--- config.mk ---
export PLATFORM = sky130hd
export DESIGN_NAME = ppu_reg_ppustatus
export DESIGN_NICKNAME = d
export VERILOG_FILES = /design/src/rtl/ppu_reg_ppustatus.sv
export SDC_FILE = /design/constraint.sdc
export NUM_CORES = 1
export LEC_CHECK = 0
export BUFFER_PORTS_ARGS = -buffer_cell sky130_fd_sc_hd__clkbuf_2
export CORE_ASPECT_RATIO = 0.75
export CORE_MARGIN = 1
export CORE_UTILIZATION = 30
export DETAILED_ROUTE_END_ITERATION = 16
export GPL_ROUTABILITY_DRIVEN = 0
export GPL_TIMING_DRIVEN = 0
export PLACE_DENSITY = 0.56
export SETUP_SLACK_MARGIN = 0.15
export SYNTH_ARGS = -nofsm -noshare
export SYNTH_HDL_FRONTEND = slang
export SYNTH_SLANG_ARGS = --single-unit
--- constraint.sdc ---
create_clock -name clk -period 2.51 [get_ports clk]
set_input_delay 0.251 -clock clk [delete_from_list [all_inputs] [get_ports clk]]
set_output_delay 0.251 -clock clk [all_outputs]
set_load 0.005 [all_outputs]
--- src/rtl/ppu_reg_ppustatus.sv ---
// PPUSTATUS (0x2002): VBlank / sprite-0 hit / overflow flags, clear-on-read VBlank with
// the read-vs-set race window, write-toggle clear pulse and the active-low NMI output.
module ppu_reg_ppustatus #(
    parameter int NMI_SUPPRESS_CYCLES = 2
) (
    input  logic       clk,
    input  logic       rst_n,
    input  logic       ppustatus_read_en,
    input  logic [7:0] open_bus_in,
    input  logic       vblank_set,
    input  logic       prerender_clear,
    input  logic       sprite0_hit_set,
    input  logic       sprite_overflow_set,
    input  logic       nmi_enable,
    output logic [7:0] ppustatus_out,
    output logic       write_toggle_clear,
    output logic       vblank_flag,
    output logic       nmi_n,
    output logic [1:0] dbg_state
);

    localparam int CW = $clog2(NMI_SUPPRESS_CYCLES + 1);

    localparam logic [1:0] S_IDLE       = 2'd0;
    localparam logic [1:0] S_FRESH      = 2'd1;
    localparam logic [1:0] S_SET        = 2'd2;
    localparam logic [1:0] S_SUPPRESSED = 2'd3;

    generate
        if (NMI_SUPPRESS_CYCLES < 1) begin : g_bad_param
            $error("NMI_SUPPRESS_CYCLES must be at least 1");
        end
    endgenerate

    // Strobe semantics: ppustatus_read_en is a one-cycle pulse with no back-pressure; the
    // captured value appears on ppustatus_out the next cycle together with a one-cycle
    // write_toggle_clear pulse, and stays until the following read.
    logic [1:0]    r_state;
    logic [1:0]    w_state_nxt;
    logic [CW-1:0] r_cnt;
    logic [CW-1:0] w_cnt_nxt;
    logic          r_sprite0_hit;
    logic          r_overflow;
    logic          w_vblank;
    logic [CW-1:0] w_cnt_last;

    assign w_cnt_last  = CW'(NMI_SUPPRESS_CYCLES - 1);
    assign w_vblank    = (r_state == S_FRESH) || (r_state == S_SET);
    assign vblank_flag = w_vblank;
    assign dbg_state   = r_state;

    always_comb begin
        w_state_nxt = r_state;
        w_cnt_nxt   = r_cnt;
        if (prerender_clear) begin
            w_state_nxt = S_IDLE;
            w_cnt_nxt   = '0;
        end else begin
            case (r_state)
                S_IDLE: begin
                    if (vblank_set && ppustatus_read_en) begin
                        w_state_nxt = S_SUPPRESSED;
                    end else if (vblank_set) begin
                        w_state_nxt = S_FRESH;
                        w_cnt_nxt   = '0;
                    end
                end
                S_FRESH: begin
                    // A read inside the race window cancels this frame's NMI entirely.
                    if (ppustatus_read_en) begin
                        w_state_nxt = S_SUPPRESSED;
                    end else if (r_cnt == w_cnt_last) begin
                        w_state_nxt = S_SET;
                    end else begin
                        w_cnt_nxt = r_cnt + CW'(1);
                    end
                end
                S_SET: begin
                    if (ppustatus_read_en) begin
                        w_state_nxt = S_IDLE;
                    end
                end
                default: w_state_nxt = S_SUPPRESSED;
            endcase
        end
    end

    always_ff @(posedge clk) begin
        if (!rst_n) begin
            r_state            <= S_IDLE;
            r_cnt              <= '0;
            r_sprite0_hit      <= 1'b0;
            r_overflow         <= 1'b0;
            ppustatus_out      <= 8'h00;
            write_toggle_clear <= 1'b0;
            nmi_n              <= 1'b1;
        end else begin
            r_state            <= w_state_nxt;
            r_cnt              <= w_cnt_nxt;
            write_toggle_clear <= ppustatus_read_en;
            nmi_n              <= ~(nmi_enable && (w_state_nxt == S_SET));

            if (prerender_clear) begin
                r_sprite0_hit <= 1'b0;
                r_overflow    <= 1'b0;
            end else begin
                if (sprite0_hit_set)     r_sprite0_hit <= 1'b1;
                if (sprite_overflow_set) r_overflow    <= 1'b1;
            end

            if (ppustatus_read_en) begin
                ppustatus_out <= {w_vblank, r_sprite0_hit, r_overflow, open_bus_in[4:0]};
            end
        end
    end

endmodule

==> results.cfg <==
[run_status]
status = finished, final reports clean

[timing]
rsz0062_at_grt = no
finalMaxSlewViolations = 0
worst_slack_ns = 0.750
worst_slew_pin_slew_ns = 0.357
tns_ns = 0
timing_hold_violations_final = 0
min_period_over_period = 0.701
finalCriticalPeriod_ns = 1.76
slew_margin_rel = 0.762
max_freq_mhz = 568
number_of_endpoints_failing_setup_at_the_final_stage = 0
skew_ns = 0.00169

[pwr]
clockPowerShare = 0.320
share_seq_of_total_power = 0.526
power.net_switching_uw = 122
power_density_nw_per_um2 = 562
vdd.ir_drop.worst_mv = 0.397
cellLeakagePower_uw = 0.000437
cellInternalPower_uw = 395
power.share.combinational = 0.153
switching_share = 0.236

[cells_and_area]
antennaDiodeCount = 0
drive_above_1_share = 0.351
final_cell_count_no_fill = 129
design.final.nets = 119
stdcell_area_um2 = 920
final.fill_count = 207
ff_latch_area_um2 = 320
area_of_the_multi_input_gates_um2 = 382
syn2layout_area_growth_pct = 28.0
utilization = 0.434

[yosys]
post_synth_most_frequent_cells = sky130_fd_sc_hd__dfxtp_1 (16), sky130_fd_sc_hd__mux2i_1 (9), sky130_fd_sc_hd__nor2b_1 (9)
sequential_area_share_after_synthesis = 0.446
synth.distinct_cells = 22
synth_enable_flop_cells = 0
syn-instance-count = 68
synth-async-reset-ratio = 0
synth_ff_type = sky130_fd_sc_hd__dfxtp_1
synth-warning-count = 0
post-synth-top-area-fraction = 0.446
synthMostInstantiatedCell = sky130_fd_sc_hd__dfxtp_1
area_of_the_mapped_netlist_um2 = 718
synth_top_cells_by_area = sky130_fd_sc_hd__dfxtp_1 (45%), sky130_fd_sc_hd__mux2i_1 (13%), sky130_fd_sc_hd__ha_1 (8.7%)
synth_largest_area_cell = sky130_fd_sc_hd__dfxtp_1
postSynthRegisterBits = 16
synthesis.area_per_instance_um2 = 10.6
synth.net_count = 89

[clocking]
cts_inserted_buffers = 3
clock-sinks = 16
cts_root_buf = sky130_fd_sc_hd__clkbuf_4
insertion_delay_ns = 0.28
cts_tree = done
cts-root-to-sink-buffers = 2
ctsResizeCount = 0
worst_setup_hold_path_clk_slew_ns = 0.09
number_of_levels_the_h_tree_was_split_into = 1
cts.hold.buffers_added = 0
buffers_inserted_during_post_cts_setup_optimization = 0

[routing]
wl_mm = 1.36
drtPass1Iterations = 4
drt_first_iter_violations = 10
drcViolationCount = 0
route.detailed.wl_per_inst_um = 10.5
vias = 561
routed_via_density = 4.35
drtAntennaViolNets = 0

[critical_path]
critical_path_arrival_ns = 1.93
timing.setup.critical_path_class = reg -> reg
cp_max_fo = 5
crit_path_start_kind = register
critical_path.endpoint_type = register
critPathRequiredTime_ns = 2.68

[grt]
antenna_violations_before_repair = 0
track_usage = 0.126
maximum_number_of_pins_on_one_net_before_global_route_repair = 11
grt_first_pass_wirelength_mm = 2.37
global_route.overflow_total = 0
number_of_global_route_vias_before_repair = 527

[floorplanning]
height_of_the_die_um = 44.4
die_x_um = 58.5
rows = 14
io-pin-count = 29
initial_core_utilization = 0.339
core_region_area_um2 = 2120
die_outline_area_um2 = 2600

[placement]
dpl_worst_slack_ns = 0.736
detailed_place_hpwl_mm = 1.05
buffer_ports.inserted = 25
dp.cells = 125
placement.cell_area_um2 = 883

[run]
maxCapViolations = 0

[worst_hold_path]
min_path_type = in -> reg
## registers in the layout, indices dropped and copies added, names as in the netlist
| name | cells |
|---|---|
| dbg_state | 2 |
| r_cnt | 2 |
| nmi_n | 1 |
| r_sprite0_hit | 1 |
| r_overflow | 1 |
| ppustatus_out | 8 |
| write_toggle_clear | 1 |
## cell families after synthesis
| group | Yosys count | share of synthesized area |
|---|---|---|
| compound gates | 11 | 0.134 |
| buf+inv | 4 | 0.0226 |
| simple gates | 23 | 0.185 |
| fa+ha+maj | 5 | 0.0871 |
| mux | 9 | 0.125 |
| flops | 16 | 0.446 |
## worst paths after layout
kind / startpoint / endpoint / slack [ns] / depth (start not counted)
hold / removal: nmi_enable / nmi_n / 0.14 / 2
setup / recovery: dbg_state[0] / r_cnt[0] / 0.75 / 6
hold reg to reg: r_cnt[1] / r_cnt[1] / 0.47 / 2
setup reg to reg: dbg_state[0] / r_cnt[0] / 0.75 / 6
## worst max-delay path, cell delays in order (launching register included)
cell                        delay [ns]
sky130_fd_sc_hd__dfxtp_1          0.42
sky130_fd_sc_hd__inv_1            0.08
sky130_fd_sc_hd__ha_1             0.27
sky130_fd_sc_hd__and2b_1          0.22
sky130_fd_sc_hd__a2111oi_4        0.38
sky130_fd_sc_hd__mux2i_1          0.23
sky130_fd_sc_hd__nor2_1           0.05
## cell usage in the layout (no fill, tap or decap), types with 2 or more instances in the layout
| master | instances |
|---|---|
| sky130_fd_sc_hd__a21oi_1 | 4 |
| sky130_fd_sc_hd__clkbuf_2 | 25 |
| sky130_fd_sc_hd__clkbuf_4 | 3 |
| sky130_fd_sc_hd__dfxtp_1 | 16 |
| sky130_fd_sc_hd__ha_1 | 5 |
| sky130_fd_sc_hd__inv_1 | 3 |
| sky130_fd_sc_hd__mux2i_1 | 9 |
| sky130_fd_sc_hd__nand2b_1 | 2 |
| sky130_fd_sc_hd__nor2_1 | 6 |
| sky130_fd_sc_hd__nor2b_1 | 9 |
## per-layer routing
metal	vias to the layer above	routed length, µm	global-route usage
met1	253	717	0.167
li1	290	-	-
met3	2	66	0.0439
met2	16	558	0.193
met4	0	14	0.0429
met5	-	0	0
## through the flow
stage,total power [µW],hold slack (ns)
after detailed placement,358,0.442
after CTS,525,0.141
after floorplan,327,0.323
final,517,0.140
after global placement,356,0.437
after global routing,549,0.137
## power by group through the flow
| stage | Combinational, µW | Sequential, µW | Clock (µW) |
|---|---|---|---|
| global route | 89.6 | 274 | 185 |
| global placement | 78.6 | 277 | 0 |
| CTS | 80.0 | 272 | 172 |
| detailed placement | 80.0 | 278 | 0 |
| floorplan | 49.0 | 278 | 0 |
| finish | 79.2 | 272 | 165 |
## final cells by class
type                            count  share of cell area
Inverter                            3              0.0122
Buffer                              1             0.00544
Timing Repair Buffer               25               0.136
Tap cell                           32              0.0435
Clock buffer                        4              0.0395
Multi-Input combinational cell     48               0.415
Sequential cell                    16               0.348
Power figures use the tool's default switching activity.
